<file path="src/rtl/clic_entry_ctrl.sv">
// clic_entry_ctrl: per-source CLIC state, arbiter entries and the core req/ack/complete handshake.
// A threshold stack lets only strictly higher-priority sources preempt a running handler.
module clic_entry_ctrl #(
    parameter int NR_INDEX_BITS = 4,
    parameter int NR_PRIO_BITS  = 3,
    parameter int NEST_DEPTH    = 4,
    localparam int NR_SRC = 2 ** NR_INDEX_BITS,
    localparam int LW     = $clog2(NEST_DEPTH + 1)
) (
    input  logic                           clk,
    input  logic                           reset,
    input  logic [NR_SRC-1:0]              irq_in,
    input  logic                           cfg_we,
    input  logic [NR_INDEX_BITS-1:0]       cfg_index,
    input  logic [NR_PRIO_BITS-1:0]        cfg_prio,
    input  logic                           cfg_enable,
    input  logic                           cfg_edge,
    input  logic                           cfg_set_pend,
    input  logic                           cfg_clr_pend,
    output logic [NR_SRC*NR_PRIO_BITS-1:0] entries,
    input  logic                           arb_valid,
    input  logic [NR_INDEX_BITS-1:0]       arb_index,
    output logic                           irq_req,
    output logic [NR_INDEX_BITS-1:0]       irq_index,
    output logic [NR_PRIO_BITS-1:0]        irq_prio,
    input  logic                           irq_ack,
    input  logic                           irq_complete,
    output logic [NR_PRIO_BITS-1:0]        threshold,
    output logic [LW-1:0]                  nest_level,
    output logic                           cpl_err
);
    localparam logic [LW-1:0] DEPTH = LW'(NEST_DEPTH);

    typedef enum logic {IDLE, REQ} state_t;

    state_t                  state, state_next;
    logic [NR_PRIO_BITS-1:0] prio [NR_SRC];
    logic [NR_PRIO_BITS-1:0] stk [NEST_DEPTH];
    logic [NR_SRC-1:0]       pending, enable, edge_mode, prev_irq;
    logic [NR_SRC-1:0]       eligible, set_pend, clr_pend;
    logic                    go, ack, pop;

    assign irq_req = state == REQ;
    assign ack     = irq_req && irq_ack;
    assign pop     = irq_complete && nest_level != '0;
    assign go      = state == IDLE && arb_valid && eligible[arb_index] && nest_level < DEPTH;

    for (genvar g = 0; g < NR_SRC; g++) begin : g_src
        assign eligible[g] = pending[g] & enable[g] & (prio[g] > threshold);
        assign entries[g*NR_PRIO_BITS +: NR_PRIO_BITS] = eligible[g] ? prio[g] : '0;
        assign set_pend[g] = (irq_in[g] & ~prev_irq[g]) | (cfg_set_pend & (cfg_index == NR_INDEX_BITS'(g)));
        assign clr_pend[g] = (cfg_clr_pend & (cfg_index == NR_INDEX_BITS'(g))) |
                             (ack & (irq_index == NR_INDEX_BITS'(g)));
    end

    always_comb begin
        state_next = state;
        if (go)
            state_next = REQ;
        else if (irq_req && (ack || !eligible[irq_index]))
            state_next = IDLE;
    end

    always_ff @(posedge clk or posedge reset) begin
        if (reset) begin
            state      <= IDLE;
            pending    <= '0;
            enable     <= '0;
            edge_mode  <= '0;
            prev_irq   <= '0;
            irq_index  <= '0;
            irq_prio   <= '0;
            threshold  <= '0;
            nest_level <= '0;
            cpl_err    <= 1'b0;
            for (int k = 0; k < NR_SRC; k++) prio[k] <= '0;
            for (int k = 0; k < NEST_DEPTH; k++) stk[k] <= '0;
        end else begin
            state    <= state_next;
            prev_irq <= irq_in;
            cpl_err  <= irq_complete && nest_level == '0;
            // set beats clear in edge mode; level mode just follows the line
            pending  <= (edge_mode & (set_pend | (pending & ~clr_pend))) | (~edge_mode & irq_in);
            if (go) begin
                irq_index <= arb_index;
                irq_prio  <= prio[arb_index];
            end
            if (cfg_we) begin
                prio[cfg_index]      <= cfg_prio;
                enable[cfg_index]    <= cfg_enable;
                edge_mode[cfg_index] <= cfg_edge;
            end
            threshold <= ack ? irq_prio : pop ? stk[0] : threshold;
            // ack together with a pop leaves the stack and depth untouched
            if (ack && !pop) begin
                stk[0] <= threshold;
                for (int k = 1; k < NEST_DEPTH; k++) stk[k] <= stk[k-1];
                nest_level <= nest_level + 1'b1;
            end else if (pop && !ack) begin
                for (int k = 0; k < NEST_DEPTH - 1; k++) stk[k] <= stk[k+1];
                stk[NEST_DEPTH-1] <= '0;
                nest_level <= nest_level - 1'b1;
            end
        end
    end
endmodule

</file>
<file path="config.mk">
export PLATFORM = sky130hd
export DESIGN_NAME = clic_entry_ctrl
export DESIGN_NICKNAME = d
export VERILOG_FILES = /design/src/rtl/clic_entry_ctrl.sv
export SDC_FILE = /design/constraint.sdc
export NUM_CORES = 1
export LEC_CHECK = 0
export BUFFER_PORTS_ARGS = -buffer_cell sky130_fd_sc_hd__buf_4
export CAP_MARGIN = 20
export CORE_MARGIN = 2
export CORE_UTILIZATION = 55
export CTS_CLUSTER_DIAMETER = 30
export DETAILED_ROUTE_END_ITERATION = 8
export PLACE_DENSITY = 0.76
export SYNTH_ARGS = -nofsm -noshare
export SYNTH_HDL_FRONTEND = slang
export SYNTH_SLANG_ARGS = --single-unit
</file>
<file path="constraint.sdc">
create_clock -name clk -period 11 [get_ports clk]
set_input_delay 1.65 -clock clk [delete_from_list [all_inputs] [get_ports clk]]
set_output_delay 1.65 -clock clk [all_outputs]
set_load 0.02 [all_outputs]
</file>
# Word level (Yosys, flattened, before mapping)
# Index checks and enable logic that the tools add are counted.
# W data, S select, Z words.
# op_classes
n_mux	38
n_reduce_logical	22
div	0
n_bitwise	154
n_shift	0
n_eq_ne	30
magnitude_cmp	24
multipliers	0
n_addsub	2
# op_table
cell	n
$and A1 B1 Y1	96
$mux W3	23
$eq A4 B4 Y1 const B	16
$and A16 B16 Y16	3
$bwmux W48	1
$gt A3 B3 Y1	16
$bwmux W16	2
$eq A4 B3 Y1 const B	8
$not A16 Y16	2
$or A1 B1 Y1	32
$or A16 B16 Y16	2
$mux W12	2
$not A1 Y1	17
$eq A4 B2 Y1 const B	4
$lt A4 B5 Y1 const B	3
$bmux W3 S4	1
$demux W3 S4	1
$logic_and A1 B1 Y1	11
$ge A5 B5 Y1 const B	2
$not A4 Y5	2
$bmux W1 S4	2
$eq A4 B1 Y1 const B	2
$logic_not A4 Y1	2
$reduce_bool A2 Y1	3
other kinds (11)	17
# word_totals
ff_bits	139
rom_bits	0
inputBits	37
mem_bits_rw	0
memories	0
elab_cells	300
out_inout_bits	63
latch_bits	0

# Longest topological paths before layout
# Gate-level depths: netlist of run 1.
# logic_depth
word_depth	9
depth_mapped	10

# Least setup slack after synthesis of run 1
# No wires, ideal clock.
# synth_path
path_type	register -> output
from	register threshold[2]
to	output entries[18]
setup_slack_ns	7.297
path_stages_with_launch	5
n_path_buf	0
arrival_time_ns	2.053
required_ns	9.350
cell_sequence	dfrtp_1 inv_1 ha_1 and3_2 nor4_1
# synth_between
elab_chain_len	3
# synth_rtl
element	line	source
start, declared	28	output logic [NR_PRIO_BITS-1:0] threshold,
start signal, assigned	93	threshold <= ack ? irq_prio : pop ? stk[0] : threshold;
$gt A3 B3 Y1	49	assign eligible[g] = pending[g] & enable[g] & (prio[g] > threshold);
$and A1 B1 Y1	49	
$mux W3	50	assign entries[g*NR_PRIO_BITS +: NR_PRIO_BITS] = eligible[g] ? prio[g] : '0;
end, declared	20	output logic [NR_SRC*NR_PRIO_BITS-1:0] entries,
# Every way passes these cells.

# Worst setup path in the final report of run 1
# layout_path
from	register threshold[1]
to	output entries[6]
# Same word-level chain as after synthesis.

==> metrics.md, run 1 <==
| Metric | Value |
|---|---|
| Tcrit/Tclk final | `0.419` |
| Pre-CTS setup slack | `~6.9 ns` |
| Critical path arrival | `2.96 ns` |
| Hold Fails Final Rpt | `0` |
| First-pass GRT wire length | `35000 um` |
| RSZ-0062 raised after global routing | `no` |
| CTS tree | `built` |
| Most common cell after layout, fill and taps aside | `dfrtp_1` |
| Routed vias/inst | `approximately 6.4` |
| Lkg Pwr | `~4.3 nW` |
| Gr ovfl total | `0` |
| Synth-to-Final Area Change | `17.1%` |
| Boundary Pins | `100` |
| Max-slew violations | `0` |
| Clock slew seen by the registers of the worst setup and hold paths | `~0.06 ns` |
| Max stage delay on crit path | `between 0.6 and 0.7 ns` |
| P per Cell Area | `224 nW/um2` |
| Largest net degree at the start of global routing | `78` |
| Clock root buffer | `clkbuf_16` |
| Worst Tran Pin Value | `1.05 ns` |
| Final WS setup | `~6.4 ns` |
| Reg2reg setup slack | `between 7 and 8 ns` |
| Number of synthesized flops with an enable pin | `0` |
| Post-synthesis cell count | `686` |
| Vias | `6218` |
| Cell Chain, Critical Path | `inv_1, ha_1, nor2b_1, o311ai_1, a311oi_1, and2_1, buf_4` |
| Placer congestion estimate | `0.912` |
| Peak supply drop | `between 150 and 200 uV` |
| Row count | `44` |
| Post-DP HPWL | `about 15000 um` |
| Total power | `2.10 mW` |
| Max Cap Violations | `0` |
| Clock skew | `between 0.006 and 0.007 ns` |
| Synth warn | `0` |
| Vias in the first global route | `6293` |
| Die W | `roughly 120 um` |
| Initial Util | `0.557` |
| Drt pass-1 iters | `5` |
| # nets final | `about 870` |
| Syn_nets | `between 700 and 800` |
| Core Util, Final | `0.652` |
| Setup crit end kind | `primary output` |
| CP top delay family | `buffers and inverters` |
| Routed wire length | `between 20000 and 25000 um` |
| Setup CP Type | `reg -> out` |
| Fillers | `1082` |
| Chip height | `125 um` |
| CP Max Fanout | `16` |
| Syn_area_per_cell | `about 12 um2` |
| Critical path buffer and inverter count | `2` |
| Max clock buf depth | `2` |
| Core box area | `14400 um2` |
| Post-cts sizing count | `0` |
| Die footprint | `roughly 16000 um2` |
| Synth cell types | `between 70 and 80` |
| Antenna viol nets, final | `0` |
| Inserted Clock Buffers | `17` |
| Post-CTS setup buffers | `0` |
| Async set or reset register ratio after synthesis | `1.00` |
| Initial antenna violation count | `0` |
| Post-DR wirelength/cell | `approximately 23 um` |
| Hold-fix buffers, CTS | `0` |
| HP Class | `reg -> reg` |
| Share of layout cells above drive strength 1 | `0.310` |
| GRT Total Usage | `0.292` |
| Status | `completed` |
| Seq/Total Area, Yosys | `0.435` |
| 1st-iter DRT viols | `about 550` |
| DRC errors left | `0` |
| Buffers added on ports | `99` |
| Post-Synthesis Cell Area | `between 8000 and 9000 um2` |
| Commonest cells after routing, fill and taps aside | `dfrtp_1 (139), buf_4 (100), mux2_2 (84)` |
| Critical Path RT | `approximately 9.4 ns` |
| Worst Setup Start Kind | `flip-flop` |
| Synth Register Bits | `~140` |
| Main synth FF type | `dfrtp_1` |
| Slowest stage cell on the critical path | `a311oi_1` |
| Final setup vio count | `0` |
| Rel. slew slack | `0.298` |
| Post-layout min period | `around 4.6 ns` |
| Number of diodes | `0` |
| Worst skew pair latency | `0.44 ns` |
| Setup TNS | `0 ns` |
| CTS Sinks | `139` |
| CTS H-tree lvls | `4` |
| Achievable Freq | `217 MHz` |
## metal layers
metal,up-vias,part of all wire,wire [um],global-route usage
met5,-,0,0,0
met1,3058,0.41,9130,0.389
met4,0,0.022,486,0.0939
li1,2772,-,-,-
met2,338,0.48,10500,0.465
met3,50,0.088,1940,0.0838
## state kept, by name (all words and copies together) (netlist names)
name	cells
edge_mode	16
enable	16
prio	48
pending	16
stk	12
prev_irq	16
cpl_err	1
irq_req	1
irq_prio	3
threshold	3
irq_index	4
nest_level	3
## worst reg2reg max path, cell delays in order (launching register included)
cell and delay [ns]:
dfrtp_1 0.41, inv_1 0.61, ha_1 0.38, nor2b_1 0.13
o311ai_1 0.25, a311oi_1 0.18, mux2_2 0.36, a221oi_4 0.30
nand2_4 0.16, mux2_4 0.33
## synth_stat cells, drive strengths merged, types with 2 or more instances
library cell,count,area share
a311oi,3,0.0033
or4,5,0.0055
nand2b,8,0.0072
inv,30,0.014
a22o,32,0.035
nor2b,12,0.0094
a21oi,12,0.0089
a211oi,5,0.0047
mux2i,12,0.015
o211ai,4,0.0038
nor3,21,0.013
xnor2,2,0.0022
and2,33,0.026
nor3b,5,0.0047
dfrtp,139,0.43
clkbuf,19,0.012
mux2,90,0.13
nor2,33,0.015
o21ai,9,0.0056
mux4,16,0.051
a22oi,17,0.016
nand3b,3,0.0044
o311a,2,0.0025
nand2,50,0.024
o2111ai,2,0.0022
and3,14,0.011
ha,50,0.078
o311ai,7,0.0077
nand3,16,0.012
buf,6,0.0061
nand4,2,0.0023
nor4,6,0.0047
## cell type report
| cell class | instances | area [um2] | area share |
|---|---|---|---|
| tap | 184 | 230 | 0.0246 |
| timing repair buffer | 100 | 751 | 0.0801 |
| clock inverter | 15 | 103 | 0.0109 |
| sequential | 139 | 3480 | 0.371 |
| inverter | 30 | 118 | 0.0126 |
| clock buffer | 17 | 425 | 0.0454 |
| multi-input combinational | 492 | 4270 | 0.455 |
## metrics by stage
stage	std cells	cell area (um2)	hold slack, ns
floorplan	686	8000	0.479
global placement	945	8840	0.487
detailed placement	945	8840	0.498
CTS	977	9370	0.513
global route	977	9370	0.528
finish	977	9370	0.512
## kinds of logic after synthesis
logic type      count (synthesis)  synth area share
flops                         139             0.435
simple gates                  213             0.146
compound gates                107             0.108
mux                           118             0.195
xor+xnor                        3           0.00328
buf+inv                        55            0.0321
fa+ha+maj                      51            0.0807
## power by group
part           internal (mW)  switching (mW)  total, mW
Sequential             0.637           0.158      0.795
Clock                  0.286           0.234      0.520
Combinational          0.360           0.422      0.782
Total                   1.28           0.815       2.10
## worst paths after layout
check                        startpoint            to  depth (start not counted)
setup / recovery           threshold[1]    entries[6]                          7
hold / removal               enable[11]    enable[11]                          1
setup reg to reg           threshold[1]  irq_index[1]                          9
hold reg to reg              enable[11]    enable[11]                          1
max in group asynchronous         reset   prev_irq[5]                          3
min in group asynchronous         reset  threshold[2]                          2
Note: power is estimated with default switching activity, not from simulation.
==> inputs of run 2 (changes only) <==
Settings changed: CORE_UTILIZATION 55 to 53, PLACE_DENSITY 0.76 to 0.77.
Clock period 11 ns to 3.9 ns, I/O delays scaled along.
==> run 2 against run 1 <==
Against the previous run: core utilization hardly changed; flip-flop and latch count stayed put; die area is 3.7% higher; sequential share of layout area is 0.71 points lower; routed wire length is 1.5% higher; worst hold slack worse by 0.27 ns; total power grew to 3.0 times the previous value; clock power grew to 3.4 times the previous value; non-clock buffer count is 6 higher; largest power group is now combinational cells; highest routed layer unchanged.
==> metrics.md, run 2 (synthesis gave the netlist of run 1 again) <==
| Metric | Value |
|---|---|
| Status | `completed` |
| Post-layout min period | `3.53 ns` |
| Placer congestion estimate | `0.968 (+6.2%)` |
| Lkg Pwr | `4.43 nW (+1.9%)` |
| CTS Sinks | `139 (unchanged)` |
| Worst skew pair latency | `0.43 ns (about the same)` |
| First-pass GRT wire length | `35700 um (+2.0%)` |
| Die W | `127 um (+1.8%)` |
| Initial antenna violation count | `1 (+1)` |
| Combinational cell fraction of total power | `0.363 (-0.010)` |
| Fillers | `1082 (unchanged)` |
| Die footprint | `16100 um2 (+3.7%)` |
| Most common cell after layout, fill and taps aside | `dfrtp_1` |
| Critical path arrival | `2.94 ns (-0.02 ns)` |
| Hold-fix buffers, CTS | `0 (unchanged)` |
| # nets final | `874 (+0.69%)` |
| Max FFs per register | `48 (unchanged)` |
| Rel. slew slack | `0.439 (+0.140)` |
| Gr ovfl total | `0 (unchanged)` |
| P per Cell Area | `656 nW/um2 (+190%)` |
| Clock root buffer | `clkbuf_16` |
| P_sw | `2.28 mW (+180%)` |
| Max Cap Violations | `0 (unchanged)` |
| Total power | `6.27 mW (+200%)` |
| Chip height | `127 um (+1.8%)` |
| CTS tree | `built` |
| Footprint of the multi-input gates | `4270 um2 (unchanged)` |
| P_int | `3.99 mW (+210%)` |
| Setup crit end kind | `primary output` |
| Setup CP Type | `reg -> out` |
| Row count | `44 (unchanged)` |
| Max-slew violations | `0 (unchanged)` |
| Commonest cells after routing, fill and taps aside | `dfrtp_1 (139), buf_4 (104), mux2_2 (84)` |
| Largest net degree at the start of global routing | `71 (-9.0%)` |
| Sw frac | `0.364 (-0.0244)` |
| Vias | `6321 (+1.7%)` |
| Core box area | `14600 um2 (+1.9%)` |
| Share of layout cells above drive strength 1 | `0.312 (+0.00182)` |
| Final WS setup | `0.373 ns (-6.02 ns)` |
| Worst Setup Start Kind | `flip-flop` |
| Routed vias/inst | `6.43 (+1.0%)` |
| Buffers added on ports | `99 (unchanged)` |
| Combined flip-flop and latch cell area | `3480 um2 (unchanged)` |
| Antenna viol nets, final | `0 (unchanged)` |
| Final setup vio count | `0 (unchanged)` |
| HP Class | `in -> async` |
| Setup TNS | `0 ns (unchanged)` |
| Max clock buf depth | `2 (unchanged)` |
| Post-cts sizing count | `0 (unchanged)` |
| Clock share of power | `0.282 (+0.034)` |
| Drt pass-1 iters | `5 (unchanged)` |
| Achievable Freq | `~280 MHz` |
| Tcrit/Tclk final | `0.904` |
| Initial Util | `0.546 (-0.0105)` |
| DRC errors left | `0 (unchanged)` |
| Post-DP HPWL | `16100 um (+4.1%)` |
| 1st-iter DRT viols | `474 (-13%)` |
| Inserted Clock Buffers | `17 (unchanged)` |
| GRT Total Usage | `0.291 (-0.000907)` |
| Worst hold slack | `0.244 ns (-0.268 ns)` |
| Reg with most FFs | `prio` |
| Clock slew seen by the registers of the worst setup and hold paths | `0.06 ns (about the same)` |
| Synth-to-Final Area Change | `19.4%` |
| CTS H-tree lvls | `4 (unchanged)` |
| CP Max Fanout | `16 (unchanged)` |
| Post-CTS setup buffers | `0 (unchanged)` |
| Post-DR wirelength/cell | `22.8 um (+0.93%)` |
| Vias in the first global route | `6614 (+5.1%)` |
| Critical Path RT | `3.31 ns (-6.04 ns)` |
| Routed wire length | `22500 um (+1.5%)` |
| Worst Tran Pin Value | `0.841 ns (-0.212 ns)` |
| Clock skew | `0.00846 ns (+0.00154 ns)` |
| Boundary Pins | `100 (unchanged)` |
| Pre-CTS setup slack | `0.742 ns (-6.16 ns)` |
| Hold Fails Final Rpt | `0 (unchanged)` |
| RSZ-0062 raised after global routing | `no` |
| Proportion of power drawn by flip-flops and latches | `0.354 (-0.025)` |
| Peak supply drop | `468 uV (+190%)` |
==> run 2: cell types whose count changed in the layout (fill, tap and decap cells not counted), sizes merged <==
cell,before,now
clkbuf,17,20
clkinv,8,2
inv,32,29
diode,0,1
bufinv,0,5
buf,100,106
==> run 2: cell type report <==
class,count,share of cell area
sequential,139,0.364
tap,184,0.0241
multi-input combinational,492,0.447
inverter,30,0.0122
antenna,1,0.000262
clock inverter,11,0.0203
clock buffer,20,0.0467
timing repair buffer,106,0.0859
==> run 2: worst max-delay path, cell delays in order, from the launching register on <==
cell	delay, ns
dfrtp_1	0.41
inv_1	0.63
ha_1	0.28
nor2b_1	0.15
o311ai_1	0.10
a311oi_1	0.59
and2_1	0.22
buf_4	0.14
==> run 2: metal layers <==
layer | vias to the layer above | wire [um] | track usage | share of wire
met4 | 0 | 808 | 0.137 | 0.036
met2 | 357 | 10700 | 0.466 | 0.48
li1 | 2778 | - | - | -
met3 | 74 | 2010 | 0.0886 | 0.089
met5 | - | 0 | 0 | 0
met1 | 3112 | 8960 | 0.364 | 0.40
==> run 2: path summary, 6_finish.rpt <==
check	start	end	slack [ns]	cells after the start
min	reset	edge_mode[11]	0.24	3
min in group clk	irq_in[7]	prev_irq[7]	0.27	1
min reg2reg	enable[2]	enable[2]	0.52	1
max in group asynchronous	reset	stk[3]	3.00	4
max reg2reg	threshold[1]	irq_index[0]	0.67	9
max	threshold[1]	entries[33]	0.37	7
==> run 2: through the flow <==
| stage | area [um2] | util | instances |
|---|---|---|---|
| global placement | 8890 | 0.607 | 950 |
| finish | 9560 | 0.653 | 983 |
| global route | 9550 | 0.652 | 982 |
| floorplan | 8010 | - | 686 |
| CTS | 9530 | 0.651 | 981 |
| detailed placement | 8890 | 0.607 | 950 |
==> run 2: power groups by stage <==
stage / clock (mW) / sequential, mW / combinational, mW
2_1_floorplan: 0 / 2.14 / 1.53
3_3_place_gp: 0 / 2.19 / 2.08
3_5_place_dp: 0 / 2.22 / 2.23
4_1_cts: 1.79 / 2.20 / 2.26
5_1_grt: 1.85 / 2.26 / 2.50
6_report: 1.77 / 2.22 / 2.28
